$ cat src/rtl/led_chaser_if.sv
// led_chaser_if: control/status bundle between the NPC control logic (master)
// and the LED pattern sequencer (slave).
interface led_chaser_if #(
  parameter int unsigned WIDTH = 16,
  parameter int unsigned CNT_W = 32
);
  logic             en;
  logic [CNT_W-1:0] div;
  logic [1:0]       mode;
  logic             load;
  logic [WIDTH-1:0] load_pattern;
  logic [WIDTH-1:0] led;
  logic             step;
  logic             dir;

  modport master (
    output en, div, mode, load, load_pattern,
    input  led, step, dir
  );

  modport slave (
    input  en, div, mode, load, load_pattern,
    output led, step, dir
  );
endinterface

$ cat src/rtl/led_chaser.sv
// led_chaser: prescaled LED pattern sequencer (rotate-left/right, bounce, fill, run-time load).
// Bounce mode is built only when LED_CHASER_BOUNCE_EN is defined; otherwise mode 10 rotates left.
module led_chaser #(
  parameter int unsigned WIDTH = 16,
  parameter int unsigned CNT_W = 32
) (
  input logic         clk,
  input logic         rst_n,
  led_chaser_if.slave bus
);

  typedef enum logic [1:0] {
    MODE_ROL    = 2'b00,
    MODE_ROR    = 2'b01,
    MODE_BOUNCE = 2'b10,
    MODE_FILL   = 2'b11
  } mode_e;

  mode_e            mode_in;
  mode_e            mode_q;
  logic [CNT_W-1:0] count;
  logic [CNT_W-1:0] div_eff;
  logic             tick;
  logic [WIDTH-1:0] led_q;
  logic [WIDTH-1:0] led_nxt;
  logic [WIDTH-1:0] led_rol;
  logic [WIDTH-1:0] led_ror;
  logic [WIDTH-1:0] led_fill;
  logic [WIDTH-1:0] load_val;
  logic             step_q;

  assign mode_in = mode_e'(bus.mode);
  assign div_eff = (bus.div == '0) ? CNT_W'(1) : bus.div;
  assign tick    = (count >= div_eff);

  assign led_rol  = {led_q[WIDTH-2:0], led_q[WIDTH-1]};
  assign led_ror  = {led_q[0], led_q[WIDTH-1:1]};
  assign led_fill = (&led_q) ? WIDTH'(1) : {led_q[WIDTH-2:0], 1'b1};
  assign load_val = (bus.load_pattern == '0) ? WIDTH'(1) : bus.load_pattern;

`ifdef LED_CHASER_BOUNCE_EN
  logic             dir_q;
  logic             dir_nxt;
  logic             edge_hit;
  logic [WIDTH-1:0] led_up;
  logic [WIDTH-1:0] led_down;

  // Hitting the edge in the travel direction reverses within the same tick.
  assign edge_hit = dir_q ? led_q[0] : led_q[WIDTH-1];
  assign dir_nxt  = dir_q ^ edge_hit;
  assign led_up   = {led_q[WIDTH-2:0], 1'b0};
  assign led_down = {1'b0, led_q[WIDTH-1:1]};
`endif

  always_comb begin
    led_nxt = led_q;
    unique case (mode_q)
      MODE_ROL:    led_nxt = led_rol;
      MODE_ROR:    led_nxt = led_ror;
`ifdef LED_CHASER_BOUNCE_EN
      MODE_BOUNCE: led_nxt = dir_nxt ? led_down : led_up;
`else
      MODE_BOUNCE: led_nxt = led_rol;
`endif
      MODE_FILL:   led_nxt = led_fill;
    endcase
  end

  always_ff @(posedge clk or negedge rst_n) begin
    if (!rst_n) begin
      led_q  <= WIDTH'(1);
      count  <= '0;
      step_q <= 1'b0;
      mode_q <= MODE_ROL;
    end else begin
      mode_q <= mode_in;
      step_q <= 1'b0;
      if (bus.load) begin
        led_q <= load_val;
        count <= '0;
      end else if (tick) begin
        led_q  <= led_nxt;
        count  <= '0;
        step_q <= 1'b1;
      end else if (bus.en) begin
        count <= count + CNT_W'(1);
      end
    end
  end

`ifdef LED_CHASER_BOUNCE_EN
  always_ff @(posedge clk or negedge rst_n) begin
    if (!rst_n) begin
      dir_q <= 1'b0;
    end else if (bus.load || (mode_in != mode_q)) begin
      dir_q <= 1'b0;
    end else if (tick && (mode_q == MODE_BOUNCE)) begin
      dir_q <= dir_nxt;
    end
  end

  assign bus.dir = dir_q;
`else
  assign bus.dir = 1'b0;
`endif

  assign bus.led  = led_q;
  assign bus.step = step_q;

endmodule

$ cat src/flat_wrapper.sv
// flat-port wrapper written by rule: the top's interface ports become plain ports
module led_chaser_flat 
#(
  parameter int unsigned WIDTH = 16,
  parameter int unsigned CNT_W = 32
)
  (clk, rst_n, bus_en, bus_div, bus_mode, bus_load, bus_load_pattern, bus_led, bus_step, bus_dir);
  led_chaser_if #(.WIDTH(WIDTH), .CNT_W(CNT_W)) bus_i ();
  input logic clk;
  input logic rst_n;
  input wire logic [$bits(bus_i.en)-1:0] bus_en;
  input wire logic [$bits(bus_i.div)-1:0] bus_div;
  input wire logic [$bits(bus_i.mode)-1:0] bus_mode;
  input wire logic [$bits(bus_i.load)-1:0] bus_load;
  input wire logic [$bits(bus_i.load_pattern)-1:0] bus_load_pattern;
  output wire logic [$bits(bus_i.led)-1:0] bus_led;
  output wire logic [$bits(bus_i.step)-1:0] bus_step;
  output wire logic [$bits(bus_i.dir)-1:0] bus_dir;
  assign bus_i.en = bus_en;
  assign bus_i.div = bus_div;
  assign bus_i.mode = bus_mode;
  assign bus_i.load = bus_load;
  assign bus_i.load_pattern = bus_load_pattern;
  assign bus_led = bus_i.led;
  assign bus_step = bus_i.step;
  assign bus_dir = bus_i.dir;
  led_chaser #(.WIDTH(WIDTH), .CNT_W(CNT_W)) u_core (.clk(clk), .rst_n(rst_n), .bus(bus_i));
endmodule
$ cat config.mk
export PLATFORM = sky130hd
export DESIGN_NAME = led_chaser_flat
export DESIGN_NICKNAME = d
export VERILOG_FILES = /design/src/rtl/led_chaser_if.sv /design/src/rtl/led_chaser.sv /design/src/flat_wrapper.sv
export SDC_FILE = /design/constraint.sdc
export NUM_CORES = 1
export LEC_CHECK = 0
export CORE_ASPECT_RATIO = 0.9
export CORE_MARGIN = 2
export CORE_UTILIZATION = 50
export CTS_CLUSTER_DIAMETER = 40
export CTS_CLUSTER_SIZE = 14
export DETAILED_ROUTE_END_ITERATION = 8
export PLACE_DENSITY = 0.83
export SYNTH_ARGS = -nofsm -noshare
export SYNTH_HDL_FRONTEND = slang
export SYNTH_SLANG_ARGS = --single-unit
$ cat constraint.sdc
create_clock -name clk -period 4.29 [get_ports clk]
set_input_delay 0.858 -clock clk [delete_from_list [all_inputs] [get_ports clk]]
set_output_delay 0.858 -clock clk [all_outputs]
set_load 0.02 [all_outputs]
==> key figures, run 1 <==
Outcome
  • Outcome: finished clean

Power and ir drop
  • Net switching fraction of the power: roughly a quarter
  • Tot Pwr: 1120 uW
  • P_sw: 279 uW
  • Pwr per Cell Area: between 200 and 250 nW/um2
  • Logic gate share of total power: a little under a fifth
  • Peak VDD IR: 0.000135 V
  • Sequential share of power: 46.7%
  • Lkg Pwr: 0.00198 uW
  • Internal: 840 uW
  • Power share of the clock group: between 30% and 40%

Yosys
  • Mux cell area share after synthesis: 1.12%
  • Synth area leaders: dfrtp_1 (35%), ha_1 (12%), xnor2_1 (4.6%)
  • Share of the synthesized area in the top cell type: a little over a third
  • Post-synthesis sequential element count: 51
  • Synth Instances: 420
  • Seq/Total Area, Yosys: 35.7%
  • Synth Net Count: 507
  • Synth area leader: dfrtp_1
  • Syn_area_per_cell: 8.53 um2
  • Synthesized-area fraction occupied by and/or/nand/nor cells: 22.5%
  • Synth Area in Adders: between 10% and 20%
  • Compound-cell area share of the yosys netlist: 14.5%
  • Largest family of logic cells by synthesized area: simple AND/OR/NAND/NOR gates
  • Synth warn: 0
  • Area of the mapped netlist: between 3000 and 4000 um2
  • Synth unique cells: 41
  • Synth Area in XOR/XNOR: 7.58%

Global routing
  • Vias in the first global route: ~3.4k
  • Initial antenna violation count: 0
  • Total gr overflow: 0
  • First-pass GRT wire length: approximately 15000 um
  • Largest net degree at the start of global routing: 52
  • GRT Overall Usage: 23.8%

Placement
  • Placement Setup Slack: 0.177 ns
  • IO Port Bufs: 70
  • Detailed placement HPWL: 6890 um
  • Gpl congestion: 0.880

Clocking
  • Clk pin slew, worst setup/hold paths: about 0.09 ns
  • Hold Buf Count CTS: 0
  • Max Buffers Root-to-Sink: 2
  • Root buffer cell: clkbuf_8
  • Setup repair bufs after CTS: 0
  • # clock sinks: roughly 50
  • CTS tree: yes
  • H-tree levels: 2
  • CTS buffer count: 5
  • Post-CTS sizing: 0
  • Clk Latency, worst-skew pair: 0.30 ns

Timing
  • Fmax: roughly 0.26 GHz
  • Setup Viol. Count Final: 0
  • RSZ-0062 raised after global routing: no
  • Final setup TNS: 0 ns
  • Rel. slew slack: 30.6%
  • Fin Clk Skew: 0.0112 ns
  • Fin worst setup slack: 0.416 ns
  • Slew Limit Fails: 0
  • Final Critical Period: 3.87 ns
  • WHS: 0.575 ns
  • Least-Margin Pin Slew: 1.04 ns
  • Fin. Hold Viols: 0
  • Final period util: 90.3%

Worst setup path
  • Crit path DAT: 4.10 ns
  • Startpoint Class: primary input
  • Worst EP required: 4.52 ns
  • Crit Path Max Fanout: 23
  • Critical Setup Path Class: in -> reg
  • Worst Setup End Kind: flip-flop

Finish
  • Most frequent cells in the layout: clkdlybuf4s50_1 (69), dfrtp_1 (50), inv_1 (40)
  • Nets: ~580
  • Antenna cells: 0
  • Layout cell share with drive strength beyond 1: 6.33%
  • Layout area overhead: 25.5%
  • Commonest non-fill, non-tap cell in the layout: clkdlybuf4s50_1

Routing
  • Final WL: 9180 um
  • Average vias per placed instance: 5.82
  • Final ANT Viol Nets: 0
  • Drt drc: 0
  • Initial detailed-routing violation count: 176
  • Wire per inst: 15.7 um
  • First-pass detailed-route iteration total: 4
  • Vias: 3391

Floorplanning
  • # IOs: between 70 and 80
  • Die area: ~7900 um2
  • Die width: 93.2 um
  • Core Box Area: around 7000 um2
  • Row cnt: 29
  • Die Y: 84.3 um
  • Initial Util: 51.2%

Run
  • Max Cap Viol: 0

Min path
  • Hold Crit Class: reg -> reg
==> power by group through the flow <==
stage / Clock (uW) / Sequential (uW) / Combinational, uW
after global placement: 0 / 531 / 200
after global routing: 413 / 526 / 226
after CTS: 397 / 522 / 208
final: 389 / 523 / 207
after detailed placement: 0 / 531 / 206
after floorplan: 0 / 541 / 83.2
==> area by class of cell <==
class / instances / area, um2
inverters: 40 / 150
multi-input cells: 312 / 2050
clock buffers: 6 / 72.6
well taps: 93 / 116
fillers: 570 / 2510
repair buffers: 79 / 763
clock inverters: 2 / 60.1
flip-flops and latches: 51 / 1280
==> stage by stage <==
stage,instance area [um2],utilization [%],std cells
after floorplan,3580,-,420
after global placement,4360,62.3,575
after detailed placement,4360,62.3,575
after CTS,4490,64.2,583
after global routing,4490,64.2,583
final,4490,64.2,583
==> sequential cells by signal, summed over array words and instances (netlist names) <==
signal,count
u_core.count,32
u_core.bus.led,16
u_core.mode_q,2
u_core.bus.step,1
==> cell families (layout without fill, tap and decap cells) <==
group	Yosys count	after routing
compound gates	79	79
buf+inv	57	127
simple gates	164	164
other cells	1	1
mux	4	4
flops	51	51
fa+ha+maj	33	33
xor+xnor	31	31
==> worst max-delay path: stages <==
cell and delay [ns]:
clkdlybuf4s50_1 0.43, nor4_1 0.46, nand4_1 0.19, o21bai_1 0.21
ha_1 0.25, nand2b_1 0.14, a2111o_1 0.40, a32o_1 0.26
o21a_4 0.20, or3_1 0.32, buf_4 0.23, nor2_1 0.14
==> layer usage <==
layer	global-route usage [%]	part of all wire, %	vias to the layer above	wire [um]
met5	0	0	-	0
met4	6.95	1.0	0	95
met3	4.85	8.1	13	742
met2	40.5	48	151	4370
met1	30.6	43	1610	3960
li1	-	-	1617	-
==> synth_stat cells <==
master,instances
xor2_1,12
a2111o_1,1
o21a_1,1
o31ai_1,12
nor2_1,39
nand3_1,14
xnor2_1,19
a211oi_1,1
a32o_1,1
o221ai_1,1
buf_2,2
or3_1,1
buf_4,1
or4_1,1
and3b_1,1
o21a_4,1
nand2b_1,3
nand2_1,33
o21ai_2,1
o21bai_1,1
nor2b_1,4
nand4_1,15
ha_1,33
a41oi_1,1
nor4_1,15
nand4b_1,1
dfrtp_1,50
inv_1,40
o21ai_0,9
clkbuf_1,10
mux2i_1,4
buf_6,4
nor2_2,11
a221oi_1,1
nor3_1,22
a22o_1,12
conb_1,1
dfstp_2,1
a31oi_1,4
and3_1,4
a21oi_1,32
==> path summary, 6_finish.rpt <==
kind,start,end,slack [ns],depth (start not counted)
max,bus_div[17],u_core.count[15],0.42,12
min reg2reg,u_core.count[14],u_core.count[14],0.57,2
max reg2reg,u_core.count[19],u_core.bus.led[7],1.62,7
min,u_core.count[14],u_core.count[14],0.57,2
max in group asynchronous,rst_n,u_core.count[23],3.20,2
min in group asynchronous,rst_n,u_core.count[7],0.66,2
No activity file was read; power rests on OpenSTA's default activity.
==> run 2: changes to the inputs <==
--- a/config.mk
+++ b/config.mk
@@ -6,12 +6,12 @@
 export NUM_CORES = 1
 export LEC_CHECK = 0
 export CORE_ASPECT_RATIO = 0.9
-export CORE_MARGIN = 2
+export CORE_MARGIN = 8
 export CORE_UTILIZATION = 50
 export CTS_CLUSTER_DIAMETER = 40
 export CTS_CLUSTER_SIZE = 14
 export DETAILED_ROUTE_END_ITERATION = 8
-export PLACE_DENSITY = 0.83
+export PLACE_DENSITY = 0.78
 export SYNTH_ARGS = -nofsm -noshare
 export SYNTH_HDL_FRONTEND = slang
 export SYNTH_SLANG_ARGS = --single-unit
==> run 2 against run 1 <==
Sequential power about the same; maximum frequency rose by 0.35%; clock power fell by 17%; utilization shrank 0.64 points; critical path type unchanged; largest cell class unchanged.
==> key figures, run 2 (synthesis gave the netlist of run 1 again) <==
Outcome
  • Outcome: finished clean

Global routing
  • Total gr overflow: 0 (unchanged)
  • Vias in the first global route: 3338 (-0.63%)
  • Largest net degree at the start of global routing: 52 (unchanged)
  • First-pass GRT wire length: 15600 um (+3.9%)
  • GRT Overall Usage: 18.7% (-5.1 points)
  • Initial antenna violation count: 0 (unchanged)

Clocking
  • Max Buffers Root-to-Sink: 2 (unchanged)
  • Setup repair bufs after CTS: 0 (unchanged)
  • Post-CTS sizing: 0 (unchanged)
  • # clock sinks: 51 (unchanged)
  • Clk pin slew, worst setup/hold paths: 0.09 ns (about the same)
  • Root buffer cell: clkbuf_8
  • Clk Latency, worst-skew pair: 0.31 ns (about the same)
  • H-tree levels: 2 (unchanged)
  • Hold Buf Count CTS: 0 (unchanged)
  • CTS buffer count: 5 (unchanged)
  • CTS tree: yes

Worst setup path
  • Worst EP required: 4.53 ns (about the same)
  • Crit Path Max Fanout: 32 (+39%)
  • Startpoint Class: primary input
  • Worst Setup End Kind: flip-flop
  • Critical Setup Path Class: in -> reg
  • Reg2reg setup slack: 1.62 ns (about the same)
  • Worst reg2reg path depth: 7 (unchanged)
  • Crit path DAT: 4.10 ns (about the same)

Routing
  • Average vias per placed instance: 5.62 (-3.4%)
  • Final WL: 9060 um (-1.2%)
  • Final ANT Viol Nets: 0 (unchanged)
  • Drt drc: 0 (unchanged)
  • First-pass detailed-route iteration total: 4 (unchanged)
  • Wire per inst: 15.6 um (-0.73%)
  • Initial detailed-routing violation count: 103 (-41%)
  • Vias: 3259 (-3.9%)

Finish
  • Largest register FFs: 32 (unchanged)
  • Most frequent cells in the layout: clkdlybuf4s50_1 (69), dfrtp_1 (50), inv_1 (40)
  • Fin cells: 580 (-0.51%)
  • Antenna cells: 0 (unchanged)
  • Commonest non-fill, non-tap cell in the layout: clkdlybuf4s50_1
  • Layout cell share with drive strength beyond 1: 5.75% (-0.58 points)
  • Layout area overhead: 24.2%
  • Biggest register: u_core.count
  • Nets: 574 (-0.35%)

Floorplanning
  • # IOs: 72 (unchanged)
  • Core Box Area: 7000 um2 (unchanged)
  • Die area: 10100 um2 (+29%)
  • Row cnt: 29 (unchanged)
  • Die Y: 96.3 um (+14%)
  • Die width: 105 um (+13%)
  • Initial Util: 51.2% (unchanged)

Timing
  • WHS: 0.581 ns (+0.00584 ns)
  • Rel. slew slack: 33.9% (+3.3 points)
  • Setup Viol. Count Final: 0 (unchanged)
  • Final Critical Period: 3.86 ns (-0.0135 ns)
  • Fin Clk Skew: 0.00476 ns (-0.00648 ns)
  • Slew Limit Fails: 0 (unchanged)
  • Fin. Hold Viols: 0 (unchanged)
  • Fmax: 0.259 GHz (+0.35%)
  • Final setup TNS: 0 ns (unchanged)
  • RSZ-0062 raised after global routing: no
  • Least-Margin Pin Slew: 0.991 ns (-0.0499 ns)
  • Final period util: 90.0% (-0.32 points)

Placement
  • IO Port Bufs: 70 (unchanged)
  • Detailed placement HPWL: 6970 um (+1.2%)
  • Gpl congestion: 0.886 (+0.67%)
  • Total placed cells including tap cells: 573 (-0.35%)

Min path
  • Hold Crit Class: reg -> reg
  • Cells on Worst Hold Path: 2 (unchanged)

Power and ir drop
  • Peak VDD IR: 0.000142 V (+4.7%)
  • Lkg Pwr: 0.00195 uW (-1.2%)
  • Pwr per Cell Area: 236 nW/um2 (-5.1%)

Run
  • Max Cap Viol: 0 (unchanged)
==> run 2: worst paths after layout <==
kind,end,from
max,u_core.count[10],bus_div[25]
min,u_core.count[20],u_core.count[20]
max reg2reg,u_core.count[10],u_core.count[29]
min reg2reg,u_core.count[20],u_core.count[20]
max in group asynchronous,u_core.count[8],rst_n
min in group asynchronous,u_core.count[11],rst_n
==> run 2: metal layers <==
metal	wire, um	global-route usage (%)
met5	0	0
met4	85	5.58
met3	663	4.08
met2	4120	31.8
met1	4200	23.4
==> run 2: where the power goes <==
group	total (uW)	switching [uW]	leakage [uW]	internal (uW)
registers	521	24.1	0.000673	497
logic	205	97.2	0.00123	108
clock network	324	153	0.0000513	171
total	1050	274	0.00195	777
==> run 2: cell type report <==
type | count | area [um2]
well taps | 93 | 116
clock inverters | 1 | 30.0
inverters | 40 | 150
multi-input cells | 312 | 2050
clock buffers | 6 | 72.6
flip-flops and latches | 51 | 1280
fillers | 609 | 2550
repair buffers | 77 | 748
==> run 2: through the flow <==
step / power [uW] / util, % / worst slack (ns) / area (um2)
2_1_floorplan: 624 / - / 0.975 / 3580
5_1_grt: 1090 / 63.5 / 0.229 / 4450
4_1_cts: 1060 / 63.5 / 0.381 / 4450
3_3_place_gp: 732 / 62.1 / 0.202 / 4350
3_5_place_dp: 737 / 62.1 / 0.0765 / 4350
6_report: 1050 / 63.5 / 0.429 / 4450
==> run 2: critical path: stages <==
cell	delay (ns)
clkdlybuf4s50_1	0.45
nor4_1	0.34
nand4_1	0.20
o21bai_1	0.19
ha_1	0.24
nand2b_1	0.14
a2111o_1	0.41
a32o_1	0.26
o21a_4	0.27
or3_1	0.31
buf_4	0.26
nor2_1	0.16
